==> config.mk <==
export PLATFORM = sky130hd
export DESIGN_NAME = pc_sequencer
export DESIGN_NICKNAME = d
export VERILOG_FILES = /design/src/rtl/pc_seq_pkg.sv /design/src/rtl/pc_redirect_deco.sv /design/src/rtl/pc_sequencer.sv
export SDC_FILE = /design/constraint.sdc
export NUM_CORES = 1
export LEC_CHECK = 0
export CAP_MARGIN = 20
export CORE_ASPECT_RATIO = 1.1
export CORE_MARGIN = 2
export CORE_UTILIZATION = 39
export DETAILED_ROUTE_END_ITERATION = 10
export PLACE_DENSITY = 0.82
export SLEW_MARGIN = 20
export SYNTH_ARGS = -nofsm -noshare
export SYNTH_HDL_FRONTEND = slang
export SYNTH_SLANG_ARGS = --single-unit
==> constraint.sdc <==
create_clock -name clk -period 4.35 [get_ports clk]
set_input_delay 1.305 -clock clk [delete_from_list [all_inputs] [get_ports clk]]
set_output_delay 1.305 -clock clk [all_outputs]
set_load 0.05 [all_outputs]
==> src/rtl/pc_seq_pkg.sv <==
// Shared types and encodings for the fetch-stage PC sequencer.
// State enum plus the select-code constants used by the decoder and the top level.
package pc_seq_pkg;

    typedef enum logic [1:0] {
        ST_RUN  = 2'd0,
        ST_WAIT = 2'd1,
        ST_HALT = 2'd2
    } seq_state_t;

    localparam logic [1:0] BR_NONE  = 2'b00;
    localparam logic [1:0] BR_EQ    = 2'b01;
    localparam logic [1:0] BR_GT    = 2'b10;

    localparam logic [1:0] JMP_NONE = 2'b00;
    localparam logic [1:0] JMP_IMM  = 2'b01;
    localparam logic [1:0] JMP_REG  = 2'b10;

    localparam logic [1:0] NIS_SEQ  = 2'b00;
    localparam logic [1:0] NIS_BR   = 2'b01;
    localparam logic [1:0] NIS_JIMM = 2'b10;
    localparam logic [1:0] NIS_JREG = 2'b11;

endpackage

==> src/rtl/pc_redirect_deco.sv <==
// Combinational redirect decoder: turns EX-stage branch/jump selects and ALU flags
// into a next-instruction select and a redirect strobe.
import pc_seq_pkg::*;

module pc_redirect_deco (
    input  logic [1:0] BranchSel,
    input  logic [1:0] JMPSel,
    input  logic       eq,
    input  logic       bgt,
    input  logic       ex_valid,
    input  logic       in_halt,
    output logic [1:0] NextInstrSel,
    output logic       redirect
);

    // Jumps outrank branches; reserved codes fall through as "no transfer".
    always_comb begin
        NextInstrSel = NIS_SEQ;
        if (ex_valid) begin
            if (JMPSel == JMP_IMM)
                NextInstrSel = NIS_JIMM;
            else if (JMPSel == JMP_REG)
                NextInstrSel = NIS_JREG;
            else if ((BranchSel == BR_EQ) && eq)
                NextInstrSel = NIS_BR;
            else if ((BranchSel == BR_GT) && bgt)
                NextInstrSel = NIS_BR;
        end
    end

    assign redirect = (NextInstrSel != NIS_SEQ) && !in_halt;

endmodule

==> src/rtl/pc_sequencer.sv <==
// Fetch-stage program-counter sequencer: owns the PC register, the RUN/WAIT/HALT
// FSM, instruction-memory request handshake and the redirect flush.
import pc_seq_pkg::*;

module pc_sequencer #(
    parameter int unsigned     PC_W        = 32,
    parameter logic [PC_W-1:0] RESET_PC    = '0,
    parameter int unsigned     INSTR_BYTES = 4
) (
    input  logic            clk,
    input  logic            rst,
    input  logic [1:0]      BranchSel,
    input  logic [1:0]      JMPSel,
    input  logic            eq,
    input  logic            bgt,
    input  logic            ex_valid,
    input  logic [PC_W-1:0] branch_target,
    input  logic [PC_W-1:0] jump_target,
    input  logic [PC_W-1:0] jump_reg,
    input  logic            stall,
    input  logic            halt,
    input  logic            imem_ready,
    output logic            imem_req,
    output logic [PC_W-1:0] pc,
    output logic [PC_W-1:0] pc_plus,
    output logic [1:0]      NextInstrSel,
    output logic            flush,
    output logic            halted
);

    seq_state_t      r_state;
    seq_state_t      w_nextState;
    logic [PC_W-1:0] r_pc;
    logic [PC_W-1:0] w_pcPlus;
    logic [PC_W-1:0] w_target;
    logic [1:0]      w_nis;
    logic            w_redirect;
    logic            w_inHalt;
    logic            w_imemReq;
    logic            w_exValid;

    assign w_inHalt  = (r_state == ST_HALT);
    assign w_exValid = ex_valid && !rst;
    assign w_pcPlus  = r_pc + PC_W'(INSTR_BYTES);

    pc_redirect_deco u_deco (
        .BranchSel    (BranchSel),
        .JMPSel       (JMPSel),
        .eq           (eq),
        .bgt          (bgt),
        .ex_valid     (w_exValid),
        .in_halt      (w_inHalt),
        .NextInstrSel (w_nis),
        .redirect     (w_redirect)
    );

    always_comb begin
        w_target = w_pcPlus;
        case (w_nis)
            NIS_BR:   w_target = branch_target;
            NIS_JIMM: w_target = jump_target;
            NIS_JREG: w_target = jump_reg;
            default:  w_target = w_pcPlus;
        endcase
    end

    always_ff @(posedge clk) begin
        if (rst)
            r_state <= ST_RUN;
        else
            r_state <= w_nextState;
    end

    // A redirect abandons any pending fetch, but halt still wins the next state.
    always_comb begin
        w_nextState = r_state;
        case (r_state)
            ST_RUN: begin
                if (halt)
                    w_nextState = ST_HALT;
                else if (w_imemReq && !imem_ready && !w_redirect)
                    w_nextState = ST_WAIT;
            end
            ST_WAIT: begin
                if (halt)
                    w_nextState = ST_HALT;
                else if (imem_ready || w_redirect)
                    w_nextState = ST_RUN;
            end
            ST_HALT: w_nextState = ST_HALT;
            default: w_nextState = ST_RUN;
        endcase
    end

    always_comb begin
        w_imemReq = !rst && !w_inHalt && !stall;
    end

    always_ff @(posedge clk) begin
        if (rst)
            r_pc <= RESET_PC;
        else if (w_redirect)
            r_pc <= w_target;
        else if (w_imemReq && imem_ready && !stall)
            r_pc <= w_pcPlus;
    end

    assign imem_req     = w_imemReq;
    assign pc           = r_pc;
    assign pc_plus      = w_pcPlus;
    assign NextInstrSel = w_nis;
    assign flush        = w_redirect;
    assign halted       = w_inHalt;

endmodule

==> qor.csv, run 1 <==
metric;value;unit
status;completed;
Synth Flop Type;dfxtp_1;
WS Path Type;input pin to output pin;
crit path DAT;2.94;ns
R2R setup slack;2.17;ns
CP startpoint kind;input pin;
Die Ht;97.6;um
Setup crit end kind;output pin;
IO Pins;177;
largest net degree at the start of global routing;63;
Data required, critical path;3.04;ns
number of synthesized register bits;34;
total wire length;10400;um
fmax;236;MHz
Final #Nets;642;
Final min period;4.25;ns
post-synth net total;484;
Post-CTS Setup Repair Bufs;0;
Final period util;97.6;%
switching share of total power;37.2;%
Seq pwr share;28.7;%
DRC viols;0;
dpl cells;632;
# fillers;699;
Via-to-Cell Ratio;5.44;
clk root buf;clkbuf_8;
maxcap violations;0;
core area;0.00783;mm2
Cell variety after synth;48;
post-placement cell area;0.00484;mm2
DIE AREA;0.00870;mm2
H-tree depth;2;
Worst Skew;0.00780;ns
DIE WIDTH;89.1;um
endpoints failing hold;0;
Post-synth EDFFs;0;
Area Overhead vs Synth;61.3;%
Internal Power;0.830;mW
initial antenna violation count;0;
VDD IR max;162;uV
Via Count;3479;
initial DRC count;130;
post_cts resized;0;
share of cells above drive strength 1;9.96;%
Placer Congestion;0.857;
synthesized area;0.00311;mm2
ant diodes;0;
Skew-Pair Late Insertion Delay;0.29;ns
Initial Utilization;39.7;%
Post-Layout Cell Count;640;
ys async rst share;0;%
global route overflow;0;
dpl hpwl;7610;um
setup TNS;0;ns
CTS tree;yes;
clock sink count;34;
total CTS buffers;5;
fin area;0.00501;mm2
Clock power frac;27.8;%
P_leak;1.86;nW
register area;681;um2
CTS max path bufs;2;
final setup violation count;0;
PortBufs;176;
critical-path maximum fanout;3;
Min-Delay Path Class;flop to flop;
clock-pin slew on the worst setup and hold paths;0.08;ns
Comb power frac;43.5;%
max_slew headroom;55.8;%
post-route ant nets;0;
vias in the first global route;3300;
Ys Warns;0;
Rows;34;
Gate Count Post-Synth;373;
first-pass GRT wire length;16100;um
RSZ-0062 raised after global routing;no;
hold buffers post-CTS;0;
total power draw;1.32;mW
multi-input logic area;0.00217;mm2
WL per Instance;16.3;um
gr usage total;23.0;%
DRT Pass-1 Iters;6;
worst-margin pin slew;0.663;ns
post-synthesis average cell area;8.33;um2
Seq/Total Area, Yosys;21.9;%
max-slew violation count;0;
net switching power;0.492;mW
Power Dens Cells;264;mW/mm2
==> sequential cells by signal, indices dropped and copies added, names as in the netlist <==
signal	flops
pc	32
r_state	2
==> area by class of cell <==
cell class	count	share of cell area [%]
clock buffers	6	1.65
clock inverters	2	1.20
inverters	9	0.749
multi-input cells	294	43.3
flip-flops and latches	34	13.6
well taps	108	2.70
repair buffers	187	36.8
==> cell usage in the layout (no fill, tap or decap), types with 3 or more instances in the layout <==
cell type          n
nand3_1           16
nor2_1            41
a311oi_1          36
and4_1             4
dfxtp_1           34
nor4_2             4
dlymetal6s2s_1     3
o31ai_1            3
nor3_1             6
and3_1             8
xor2_1            29
mux2i_1           32
clkdlybuf4s50_1  159
nand4_1           14
inv_1              6
clkbuf_8           6
o21ai_0            3
a211oi_1          22
xnor2_1           24
nand2_1           23
buf_4             22
==> worst paths after layout <==
kind / depth (start not counted) / start / end
worst min register to register: 2 / pc[1]$_SDFFE_PP0P_ / pc[1]$_SDFFE_PP0P_
worst min-delay path: 2 / pc[1]$_SDFFE_PP0P_ / pc[1]$_SDFFE_PP0P_
worst max-delay path: 8 / JMPSel[0] / flush
worst max register to register: 5 / pc[5]$_SDFFE_PP0P_ / pc[31]$_SDFFE_PP0P_
==> power groups by stage <==
| stage | registers [mW] | logic [mW] | clock network (mW) |
|---|---|---|---|
| floorplan | 0.458 | 0.273 | 0 |
| global placement | 0.384 | 0.568 | 0 |
| detailed placement | 0.386 | 0.573 | 0 |
| CTS | 0.379 | 0.575 | 0.372 |
| global route | 0.384 | 0.603 | 0.385 |
| finish | 0.379 | 0.575 | 0.367 |
==> synth_stat cells (2+ instances only) <==
library cell | count | area [um2]
nor2_1 | 41 | 154
nand2_1 | 23 | 86.3
inv_2 | 2 | 7.51
and3b_1 | 2 | 17.5
buf_1 | 2 | 7.51
clkbuf_2 | 2 | 10.0
o21ai_0 | 3 | 15.0
clkbuf_8 | 5 | 68.8
buf_6 | 2 | 22.5
o31ai_1 | 3 | 22.5
and2_1 | 2 | 12.5
clkbuf_1 | 14 | 52.6
and3_1 | 8 | 50.1
dfxtp_1 | 34 | 681
nand3_1 | 16 | 80.1
nor3_1 | 6 | 30.0
a211oi_1 | 22 | 165
and4_1 | 4 | 35.0
inv_1 | 6 | 22.5
xnor2_1 | 24 | 210
nand2b_1 | 2 | 12.5
or3_1 | 2 | 12.5
ha_1 | 3 | 37.5
or4_1 | 2 | 15.0
buf_2 | 7 | 35.0
mux2i_1 | 32 | 320
nand4_1 | 14 | 87.6
nor4_2 | 4 | 50.1
a211oi_2 | 2 | 25.0
xor2_1 | 29 | 254
buf_4 | 3 | 22.5
a311oi_1 | 36 | 315
==> routing by layer <==
metal	up-vias	share of wire (%)	GRT usage [%]
met5	-	0	0
met4	0	2.0	7.58
met3	17	5.5	3.99
met2	131	51	39.9
met1	1627	41	28.0
li1	1704	-	-
==> critical path: stages <==
cell             delay (ns)
clkdlybuf4s50_1        0.50
inv_1                  0.05
ha_2                   0.28
or3b_4                 0.39
clkinvlp_4             0.12
o21ai_4                0.06
inv_2                  0.08
buf_6                  0.15
==> metrics by stage <==
stage	setup slack, ns	hold slack, ns	util [%]
floorplan	0.0540	0.465	-
global placement	0.0710	0.485	61.9
detailed placement	0.0123	0.516	61.9
CTS	0.00859	0.528	63.7
global route	0.00473	0.546	64.0
finish	0.104	0.523	64.0
==> kinds of logic after synthesis <==
family	share of synthesized area, %
AOI/OAI and AO/OA	19.3
xor gates and xnor gates	14.9
DFF	21.9
muxes	10.3
buffers and inverters	8.62
and+or+nand+nor	23.7
adders and majority gates	1.21
No activity file was read; power rests on OpenSTA's default activity.
==> run 2: changes to the inputs <==
--- a/config.mk
+++ b/config.mk
@@ -9,8 +9,10 @@
 export CORE_ASPECT_RATIO = 1.1
 export CORE_MARGIN = 2
 export CORE_UTILIZATION = 39
+export CTS_CLUSTER_DIAMETER = 30
 export DETAILED_ROUTE_END_ITERATION = 10
 export PLACE_DENSITY = 0.82
+export SKIP_CTS_REPAIR_TIMING = 1
 export SLEW_MARGIN = 20
 export SYNTH_ARGS = -nofsm -noshare
 export SYNTH_HDL_FRONTEND = slang
==> results of run 2 <==
Final layout, timing and power as in run 1 (identical DEF).
==> run 3: changes to the inputs <==
--- a/config.mk
+++ b/config.mk
@@ -10,6 +10,7 @@
 export CORE_MARGIN = 2
 export CORE_UTILIZATION = 39
 export CTS_CLUSTER_DIAMETER = 30
+export CTS_CLUSTER_SIZE = 12
 export DETAILED_ROUTE_END_ITERATION = 10
 export PLACE_DENSITY = 0.82
 export SKIP_CTS_REPAIR_TIMING = 1
==> results of run 3 <==
Final layout, timing and power as in run 1 (identical DEF).
